File: config.mk
export PLATFORM = sky130hd
export DESIGN_NAME = fetch_mem_responder
export DESIGN_NICKNAME = d
export VERILOG_FILES = /design/src/rtl/fetch_mem_responder.sv
export SDC_FILE = /design/constraint.sdc
export NUM_CORES = 1
export LEC_CHECK = 0
export BUFFER_PORTS_ARGS = -buffer_cell sky130_fd_sc_hd__buf_2
export CORE_ASPECT_RATIO = 1.1
export CORE_MARGIN = 2
export CORE_UTILIZATION = 35
export DETAILED_ROUTE_END_ITERATION = 16
export PLACE_DENSITY_LB_ADDON = 0.25
export RECOVER_POWER = 100
export REMOVE_ABC_BUFFERS = 1
export SYNTH_ARGS = -nofsm -noshare
export SYNTH_HDL_FRONTEND = slang
export SYNTH_SLANG_ARGS = --single-unit
File: constraint.sdc
create_clock -name clk -period 4.5 [get_ports clk]
set_clock_uncertainty 0.15 [all_clocks]
set_input_delay 0.9 -clock clk [delete_from_list [all_inputs] [get_ports clk]]
set_output_delay 0.9 -clock clk [all_outputs]
set_load 0.005 [all_outputs]
File: src/rtl/fetch_mem_responder.sv
// Responder end of the instruction fetch interface: fixed-latency SRAM reads,
// credit-bounded in-flight requests, in-order response FIFO with flush.
module fetch_mem_responder #(
    parameter int          XLEN           = 64,
    parameter logic [63:0] BASE_ADDR      = 64'h8000_0000,
    parameter int          MEM_WORDS      = 4096,
    parameter int          MEM_LAT        = 2,
    parameter int          NR_OUTSTANDING = 4
) (
    input  logic                         clk,
    input  logic                         rstn,
    input  logic                         fetch_addr_valid,
    output logic                         fetch_addr_ready,
    input  logic [XLEN-1:0]              fetch_addr,
    output logic                         fetch_data_valid,
    output logic [31:0]                  fetch_data,
    output logic                         fetch_data_err,
    input  logic                         fetch_data_ready,
    input  logic                         flush_i,
    output logic                         mem_req_o,
    output logic [$clog2(MEM_WORDS)-1:0] mem_addr_o,
    input  logic [31:0]                  mem_rdata_i
);

    localparam int IDX_W = $clog2(MEM_WORDS);
    localparam int CNT_W = $clog2(NR_OUTSTANDING + 1);
    localparam int PTR_W = $clog2(NR_OUTSTANDING);

    localparam logic [XLEN-1:0]  BASE     = XLEN'(BASE_ADDR);
    localparam logic [XLEN-1:0]  WORDS    = XLEN'(MEM_WORDS);
    localparam logic [CNT_W-1:0] CREDITS  = CNT_W'(NR_OUTSTANDING);
    localparam logic [PTR_W-1:0] PTR_LAST = PTR_W'(NR_OUTSTANDING - 1);

    logic [XLEN-1:0]           word_off;
    logic                      addr_err;
    logic                      accept;
    logic                      push;
    logic                      pop;
    logic [MEM_LAT:1]          pipe_v;
    logic [MEM_LAT:1]          pipe_e;
    logic [31:0]               fifo_data [NR_OUTSTANDING];
    logic [NR_OUTSTANDING-1:0] fifo_err;
    logic [PTR_W-1:0]          wr_ptr;
    logic [PTR_W-1:0]          rd_ptr;
    logic [CNT_W-1:0]          fifo_cnt;
    logic [CNT_W-1:0]          inflight;

    function automatic logic [PTR_W-1:0] ptr_inc(input logic [PTR_W-1:0] p);
        return (p == PTR_LAST) ? '0 : p + 1'b1;
    endfunction

    assign word_off = (fetch_addr - BASE) >> 2;
    assign addr_err = (fetch_addr[1:0] != 2'b00) || (fetch_addr < BASE) || (word_off >= WORDS);

    // Held low during reset so no SRAM strobe can leak out while rstn is asserted.
    assign fetch_addr_ready = rstn && !flush_i && (inflight < CREDITS);
    assign accept           = fetch_addr_valid && fetch_addr_ready;
    assign mem_req_o        = accept && !addr_err;
    assign mem_addr_o       = word_off[IDX_W-1:0];

    assign fetch_data_valid = (fifo_cnt != '0) && !flush_i;
    assign pop              = fetch_data_valid && fetch_data_ready;
    assign push             = pipe_v[MEM_LAT];
    assign fetch_data       = fetch_data_valid ? fifo_data[rd_ptr] : 32'h0;
    assign fetch_data_err   = fetch_data_valid && fifo_err[rd_ptr];

    // Faulting requests walk the pipeline too, keeping responses in request order.
    always_ff @(posedge clk or negedge rstn) begin
        if (!rstn) begin
            pipe_v <= '0;
            pipe_e <= '0;
        end else if (flush_i) begin
            pipe_v <= '0;
        end else begin
            pipe_v[1] <= accept;
            pipe_e[1] <= addr_err;
            for (int i = 2; i <= MEM_LAT; i++) begin
                pipe_v[i] <= pipe_v[i-1];
                pipe_e[i] <= pipe_e[i-1];
            end
        end
    end

    always_ff @(posedge clk) begin
        if (push && !flush_i) begin
            fifo_data[wr_ptr] <= pipe_e[MEM_LAT] ? 32'h0 : mem_rdata_i;
            fifo_err[wr_ptr]  <= pipe_e[MEM_LAT];
        end
    end

    always_ff @(posedge clk or negedge rstn) begin
        if (!rstn) begin
            wr_ptr   <= '0;
            rd_ptr   <= '0;
            fifo_cnt <= '0;
            inflight <= '0;
        end else if (flush_i) begin
            wr_ptr   <= '0;
            rd_ptr   <= '0;
            fifo_cnt <= '0;
            inflight <= '0;
        end else begin
            if (push) wr_ptr <= ptr_inc(wr_ptr);
            if (pop)  rd_ptr <= ptr_inc(rd_ptr);
            fifo_cnt <= fifo_cnt + CNT_W'(push) - CNT_W'(pop);
            inflight <= inflight + CNT_W'(accept) - CNT_W'(pop);
        end
    end

    fifo_no_overflow: assert property (@(posedge clk) disable iff (!rstn)
        !(push && !pop && !flush_i && (fifo_cnt == CREDITS)));

endmodule

* Yosys cells after proc, flatten, opt, wreduce, memory -nomap -nowiden
Memory sizes are Yosys's and may differ from the RTL's. Index checks and enable logic that the tools add are counted.
Storage, ports and cells: bits in registers 18, bits in writable memories 128, bits of input ports 101, output and inout port bits 48, logic and storage cells 58, memories 1
Memories:
- fifo_data | words 4, bits a word 32, read ports 1, clocked after memory_dff 0, write ports 1, line 41 | logic [31:0] fifo_data [NR_OUTSTANDING];
Operators by class: $add $sub $neg 7, order comparisons 6, eq/ne operators 2, muxes and demuxes 18, reductions and logical operators 17
Operators with widths (count):
- $lt 64x32->1 const B | 1
- $mux 32 | 2
- $sub 64x32->64 const B | 1
- $ge 62x13->1 const B | 1
- $mux 2 | 7
- $logic_and 1x1->1 | 9
- $add 3x1->3 | 2
- $lt 2x3->1 const B | 2
- $mux 3 | 2
- $reduce_bool 2->1 | 3
- $sub 3x1->3 | 2
- $add 2x1->2 const B | 2
- $bwmux 4 | 1
- $eq 2x2->1 const B | 2
- $mux 1 | 4
- $lt 3x3->1 const B | 1
- $reduce_bool 3->1 | 1
- $bmux 1 s2 | 1
- $demux 1 s2 | 1
- $ge 2x1->1 const B | 1
- $logic_not 1->1 | 2
- $logic_or 1x1->1 | 2

* Logic depth before layout (Yosys ltp)
Gate-level depths: netlist of run 1.
depth after elaboration 7, depth in mapped cells 10, mapped depth without buffers 10

* Worst setup path before layout of run 1
OpenSTA, ideal clock, no wires.
path type input port to output port, start point in fetch_addr[31], end point out mem_req_o, arrival 2755 ps, required time 3450 ps, slack 695 ps, stages on the path 8, buffers on the path 0, cells stage by stage inv_1 > ha_1 > nor3b_1 > nand2_1 > nor3_1 > nand3_1 > a2111oi_0 > and4_1
On the way: cells in the longest elaborated chain, start to end 5, elaborated cells between the ends (all ways) 7, those cells by class 1 x add/sub; 2 x order compare; 4 x reduce/logical
Ends and longest elaborated chain:
- from (decl) | line 14 | input logic [XLEN-1:0] fetch_addr,
- $sub 64x32->64 or $lt 64x32->1 (tied branches) | line 52, 53
- $ge 62x13->1 or $logic_or 1x1->1 (tied branches) | line 53 | assign addr_err = (fetch_addr[1:0] != 2'b00) || (fetch_addr < BASE) || (word_off >= WORDS);
- $logic_or 1x1->1 (*) | line 53
- $logic_not 1->1 (*) | line 58 | assign mem_req_o = accept && !addr_err;
- $logic_and 1x1->1 (*) | line 58
- to (decl) | line 20 | output logic mem_req_o,
Mark *: on every way between the ends. The rest lies on a longest branch, timed or not.

* Final worst setup path of run 1
start point in flush_i, end point out fetch_data[0]
On the way: cells in the longest elaborated chain, start to end 3
Ends and longest elaborated chain:
- from (decl) | line 19 | input logic flush_i,
- $logic_not 1->1 | line 61 | assign fetch_data_valid = (fifo_cnt != '0) && !flush_i;
- $logic_and 1x1->1 | line 61
- $mux 32 | line 64 | assign fetch_data = fetch_data_valid ? fifo_data[rd_ptr] : 32'h0;
- to (decl) | line 16 | output logic [31:0] fetch_data,
No other way between the ends.

==> results of run 1 <==
-- placed cells by master, fill, tap and decap left out, drive strengths merged, types with 9 or more instances in the layout --
cell type,netlist,routed
buf,16,116
nor4,9,9
clkinv,0,9
nand4,9,9
nor3,13,13
dfrtp,14,14
inv,16,16
mux4,33,33
ha,10,10
nor2b,39,39
edfxtp,132,132
nor2,16,16
and2,39,39
clkbuf,11,32
-- registers in the layout, indices dropped and copies added (netlist names) --
name and flops:
wr_ptr 2, pipe_e 2, fifo_data 128, inflight 3, fifo_cnt 3, fifo_err 4, pipe_v 2, rd_ptr 2
-- layout make-up --
class | instances | area, um^2
clock buffer | 18 | 429.2
clock inverter | 14 | 121.4
fill | 1725 | 10490
antenna | 1 | 2.502
inverter | 16 | 60.06
sequential | 146 | 4317
tap | 243 | 304.0
timing repair buffer | 130 | 648.1
multi-input combinational | 231 | 2108
-- metrics by stage --
stage	worst slack, ps	instance area [um^2]	utilization, %	total power [mW]	cells
3_3_place_gp	252.9	7463	40.39	2.081	766
6_report	317.4	7990	43.24	3.346	799
4_1_cts	184.7	8014	43.37	3.394	798
5_1_grt	79.04	7988	43.23	3.489	798
3_5_place_dp	220.4	7463	40.39	2.091	766
2_1_floorplan	695.0	6477	-	1.875	393
-- power by group through the flow --
stage	sequential, mW	combinational, mW	clock, mW
2_1_floorplan	1.58	0.298	0
3_3_place_gp	1.58	0.506	0
3_5_place_dp	1.58	0.515	0
4_1_cts	1.55	0.517	1.33
5_1_grt	1.55	0.551	1.38
6_report	1.55	0.495	1.31
-- what timing repair did --
item,CTS,global route
hold buffers,0,0
setup endpoints to repair,0,1
resized for setup,0,1
-- critical path, stage by stage --
cell      delay (ps)
clkbuf_1         280
nor2_1          1220
buf_4            400
and2_0           190
buf_2            130
-- synth_stat cells, drive strengths merged (3+ instances only) --
cell,number
nor2b,39
edfxtp,132
a31oi,3
nor2,16
nor3,13
inv,16
xnor2,5
nor4,9
dfrtp,14
buf,16
xor2,4
nand4,9
nand2,6
nand3,3
ha,10
a31o,4
and2,39
nor4b,6
clkbuf,11
o21ai,3
mux4,33
-- cells by family after synthesis --
kind of cell             share of synthesized area [%]
AO/OA/AOI/OAI                                    2.456
adder cells (fa/ha/maj)                          2.493
multiplexers                                     11.69
AND/OR/NAND/NOR                                  13.92
XOR/XNOR                                         1.190
buffers and inverters                            3.117
flip-flops                                       65.13
-- path summary, 6_finish.rpt --
kind	from	endpoint	slack, ps	cells past startpoint
hold / removal	pipe_v[1]$_DFF_PN0_	pipe_v[2]$_DFF_PN0_	320	1
min in group asynchronous	rstn	inflight[2]$_DFF_PN0_	400	1
max in group asynchronous	rstn	rd_ptr[0]$_DFFE_PN0P_	3250	1
setup / recovery	flush_i	fetch_data[0]	320	5
setup reg to reg	pipe_v[2]$_DFF_PN0_	fifo_data[2][22]$_DFFE_PP_	1170	2
hold reg to reg	pipe_v[1]$_DFF_PN0_	pipe_v[2]$_DFF_PN0_	320	1
-- metal layers --
| layer | track usage, % | wire length, um | vias to the layer above |
|---|---|---|---|
| li1 | - | - | 1849 |
| met1 | 17.50 | 5861 | 1970 |
| met2 | 23.88 | 6869 | 156 |
| met3 | 5.828 | 1125 | 14 |
| met4 | 4.323 | 141 | 2 |
| met5 | 0 | 13 | - |
==> impl_results.md, run 1 <==
* Die area at 0.02004 mm^2
* Largest area contributor in the netlist: edfxtp_1
* RSZ-0062 raised after global routing: false
* WS Path Type: in2out
* Sw Ratio at between 20% and 30%
* Number of global-route vias before repair at approximately 4,200
* Required time worst endpoint at ~3500 ps
* Fmax at ~0.24 GHz
* Register bit count reported by yosys at about 150
* Post-Syn Area at approximately 0.0066 mm^2
* Number of I/O pins at about 150
* EDFF count, synth at 132
* Part of the power in combinational logic at approximately 15%
* Clock transition at path regs at roughly 60 ps
* Clock buffer count from CTS at 17
* Starting Density at around 36%
* First-pass GRT wire length at 21,680 um
* Final HPWL DP at around 9000 um
* Clock Latency Late Sink at 410 ps
* H-tree depth at 4
* Area share of the largest cell type after synthesis at 59.84%
* Worst hold slack at between 300 and 400 ps
* Crit share post-route at 92.95%
* Synth Instances at 420
* Layout cell share with drive strength beyond 1 at 33.15%
* Placement row count at 52
* Leakage at approximately 2.8 nW
* Final hold violation count at 0
* Ys Warns at 0
* MaxCap Viol Count at 6
* Final Setup Violations at 0
* Die Y at about 150 um
* Final Wtd Congestion at 0.8354
* Worst vdd ir at between 0.2 and 0.3 mV
* Internal Dissipation at about 2.6 mW
* Routed Antenna Nets at 0
* Initial antenna violation count at 2
* Mean cell area of the mapped netlist at about 16 um^2
* Clock power share at between 30% and 40%
* Gr usage total at between 10 and 15%
* Status: complete, but fails checks
* Post-synthesis sequential area ratio at about two thirds
* Pin count of the biggest net entering global routing at 38
* Hold WC Path Type: reg2reg
* Sequential cell fraction of total power at between 40% and 50%
* Max-slew violation count at ~190
* Rel. slew slack at -84.11%
* Failing checks: capacitance limit, slew limit
* P&R area growth vs syn at 20.63%
* Final wirelength at 14,010 um
* CTS tree: yes
* Core area at 0.01848 mm^2
* Routed len/inst at 17.54 um
* Least-Margin Pin Slew at between 2000 and 3000 ps
* # clock sinks at approximately 150
* Async set-reset flop share out of synthesis at roughly a tenth
* NetSw at 777.5 uW
* DIE WIDTH at about 140 um
* CP Launch Type: input pin
* Largest cells by area after synthesis: edfxtp_1 (60%), mux4_2 (11%), dfrtp_1 (5.3%)
* GRT Residual Overflow at 0
* Post-route DRC at 0
* Netlist cell types at 45
* DRT iter0 DRCs at 150
* CTS max path bufs at 2
* Final net count at about 660
* Primary FF master, synth: edfxtp_1
* Critical path endpoint category: output pin
* Pre-antenna DRT Iters at 4
* Vias per cell at around 5
* Power per cell area at 418.8 mW/mm^2
* PortBufs at ~120
* Vias at around 4,000
* Critical Path AT at between 3000 and 4000 ps
* Number of setup buffers added after CTS at 0
* Sum Neg Setup Slack at 0 ps
* Minimum clock period at between 4000 and 5000 ps
* CTS root buffer: clkbuf_16
* CP Max Fanout at 19
Note: power is estimated with default switching activity, not from simulation.
==> run 2, diff against run 1 <==
REMOVE_ABC_BUFFERS = not set   (was 1)
==> run 2 against run 1 <==
The flow still finishes with violations (capacitance limit, slew limit). Worst setup slack got worse by 15 ps. Register-to-register slack improved by 80 ps. Power rose by 2.2%.
==> impl_results.md, run 2 (synthesized netlist as in run 1, its figures left out) <==
* Status: complete, but fails checks
* Failing checks: capacitance limit, slew limit
* Worst hold slack at ~310 ps
* Critical Path AT at around 3200 ps
* Final hold violation count at 0
* Least-Margin Pin Slew at between 2000 and 3000 ps
* Critical path endpoint category: output pin
* Final Wtd Congestion at 0.8650
* Critical path's top delay family: simple AND/OR/NAND/NOR gates
* Setup WS pre-CTS at ~190 ps
* Final net count at roughly 660
* Placed cell area at around 0.0075 mm^2
* CP Launch Type: input pin
* Max-slew violation count at approximately 140
* Register area at approximately 0.0043 mm^2
* Final Setup Violations at 0
* Hold Buf Count CTS at 0
* CTS tree: yes
* Vias per cell at a little under 5
* Fmax at between 0.2 and 0.25 GHz
* Pin count of the biggest net entering global routing at 38
* Biggest register: fifo_data
* CP Max Fanout at 8
* First-pass GRT wire length at around 22,000 um
* GRT Residual Overflow at 0
* Clock buffer count from CTS at 17
* Initial antenna violation count at 1
* Sum Neg Setup Slack at 0 ps
* Core area at around 0.018 mm^2
* CP max stage delay at ~500 ps
* Hold WC Path Type: reg2reg
* # clock sinks at around 150
* Vias at between 3,000 and 4,000
* Number of global-route vias before repair at 4,182
* PortBufs at approximately 120
* Power per cell area at 425.6 mW/mm^2
* DIE WIDTH at around 140 um
* RSZ-0062 raised after global routing: false
* Crit share post-route at between 90% and 100%
* CTS max path bufs at 2
* MaxCap Viol Count at 5
* Die Y at approximately 150 um
* Clock Latency Late Sink at just over 400 ps
* Starting Density at 35.85%
* Max reg flops at roughly 130
* Gr usage total at roughly 14%
* Required time worst endpoint at roughly 3500 ps
* Final HPWL DP at 8801 um
* Number of I/O pins at between 100 and 150
* Post-route DRC at 0
* Area of the multi-input gates at between 0.002 and 0.0025 mm^2
* Most common cell after layout, fill and taps aside: edfxtp_1
* Final wirelength at 13,620 um
* Filler cells at between 1,500 and 2,000
* P&R area growth vs syn at 21.29%
* CP max stage cell: or4b_1
* Layout cell share with drive strength beyond 1 at 34.84%
* Biggest regs: fifo_data: 128 flops, fifo_err: 4 flops
* Number of setup buffers added after CTS at 0
* H-tree depth at 4
* Leakage at 2.863 nW
* Minimum clock period at approximately 4200 ps
* DRT iter0 DRCs at 228
* CTS root buffer: clkbuf_16
* Post-route setup slack at roughly 300 ps
* Routed len/inst at about 17 um
* Die area at around 0.020 mm^2
* Pre-antenna DRT Iters at 4
* Design Area, Final at 0.008034 mm^2
* Non-filler instance count after layout at roughly 800
* DP Cell Count at 766
* Routed Antenna Nets at 0
* Worst path bufs/invs at 3
* WS Path Type: in2out
* Most frequent cells in the layout: edfxtp_1 (132), buf_2 (115), nor2b_1 (39)
* Worst vdd ir at between 0.2 and 0.3 mV
* Critical Path, Cell by Cell: buf_2 > inv_1 > ha_1 > nor3b_2 > or4b_1 > a2111o_1 > o31ai_1 > and4_1 > and4_1 > buf_2
* Clock transition at path regs at roughly 60 ps
* Rel. slew slack at -79.01%
* Placement row count at 52
* Syn nets at roughly 530
## run 2: power breakdown
| part | leakage, nW | internal, mW | switching [mW] |
|---|---|---|---|
| registers | 1.40 | 1.48 | 0.0582 |
| logic | 1.18 | 0.280 | 0.204 |
| clock network | 0.286 | 0.869 | 0.523 |
| total | 2.86 | 2.63 | 0.786 |
## run 2: final cells by class
type                       instances  share of cell area [%]
sequential                       146                   53.71
multi-input combinational        231                   26.24
timing repair buffer             130                   8.098
clock buffer                      18                   5.342
tap                              243                   3.784
clock inverter                    13                   2.040
inverter                          16                  0.7475
antenna                            1                 0.03115
## run 2: final timing paths
check	startpoint	endpoint	slack [ps]	cells past startpoint
max	fetch_addr[31]	mem_req_o	300	10
min	pipe_v[1]$_DFF_PN0_	pipe_v[2]$_DFF_PN0_	310	1
max reg2reg	pipe_v[2]$_DFF_PN0_	fifo_data[1][9]$_DFFE_PP_	1250	2
min reg2reg	pipe_v[1]$_DFF_PN0_	pipe_v[2]$_DFF_PN0_	310	1
max in group asynchronous	rstn	rd_ptr[1]$_DFFE_PN0P_	3240	1
min in group asynchronous	rstn	inflight[2]$_DFF_PN0_	410	1
## run 2: stage by stage
stage / utilization [%] / total power, mW
floorplan: - / 1.893
global placement: 40.36 / 2.076
detailed placement: 40.36 / 2.080
CTS: 43.57 / 3.470
global route: 43.47 / 3.567
finish: 43.48 / 3.419
## run 2: layer usage
layer	GRT usage, %	vias up	routed length [um]	part of all wire (%)
li1	-	1853	-	-
met4	4.167	0	146	1.1
met3	4.363	17	962	7.1
met1	16.75	1938	5536	41
met5	0	-	0	0
met2	24.82	145	6974	51
## run 2: what timing repair did
| action | CTS | global route |
|---|---|---|
| endpoints found under the setup margin | 0 | 1 |
| gates resized for setup | 0 | 1 |
| hold endpoints to repair | 0 | 0 |
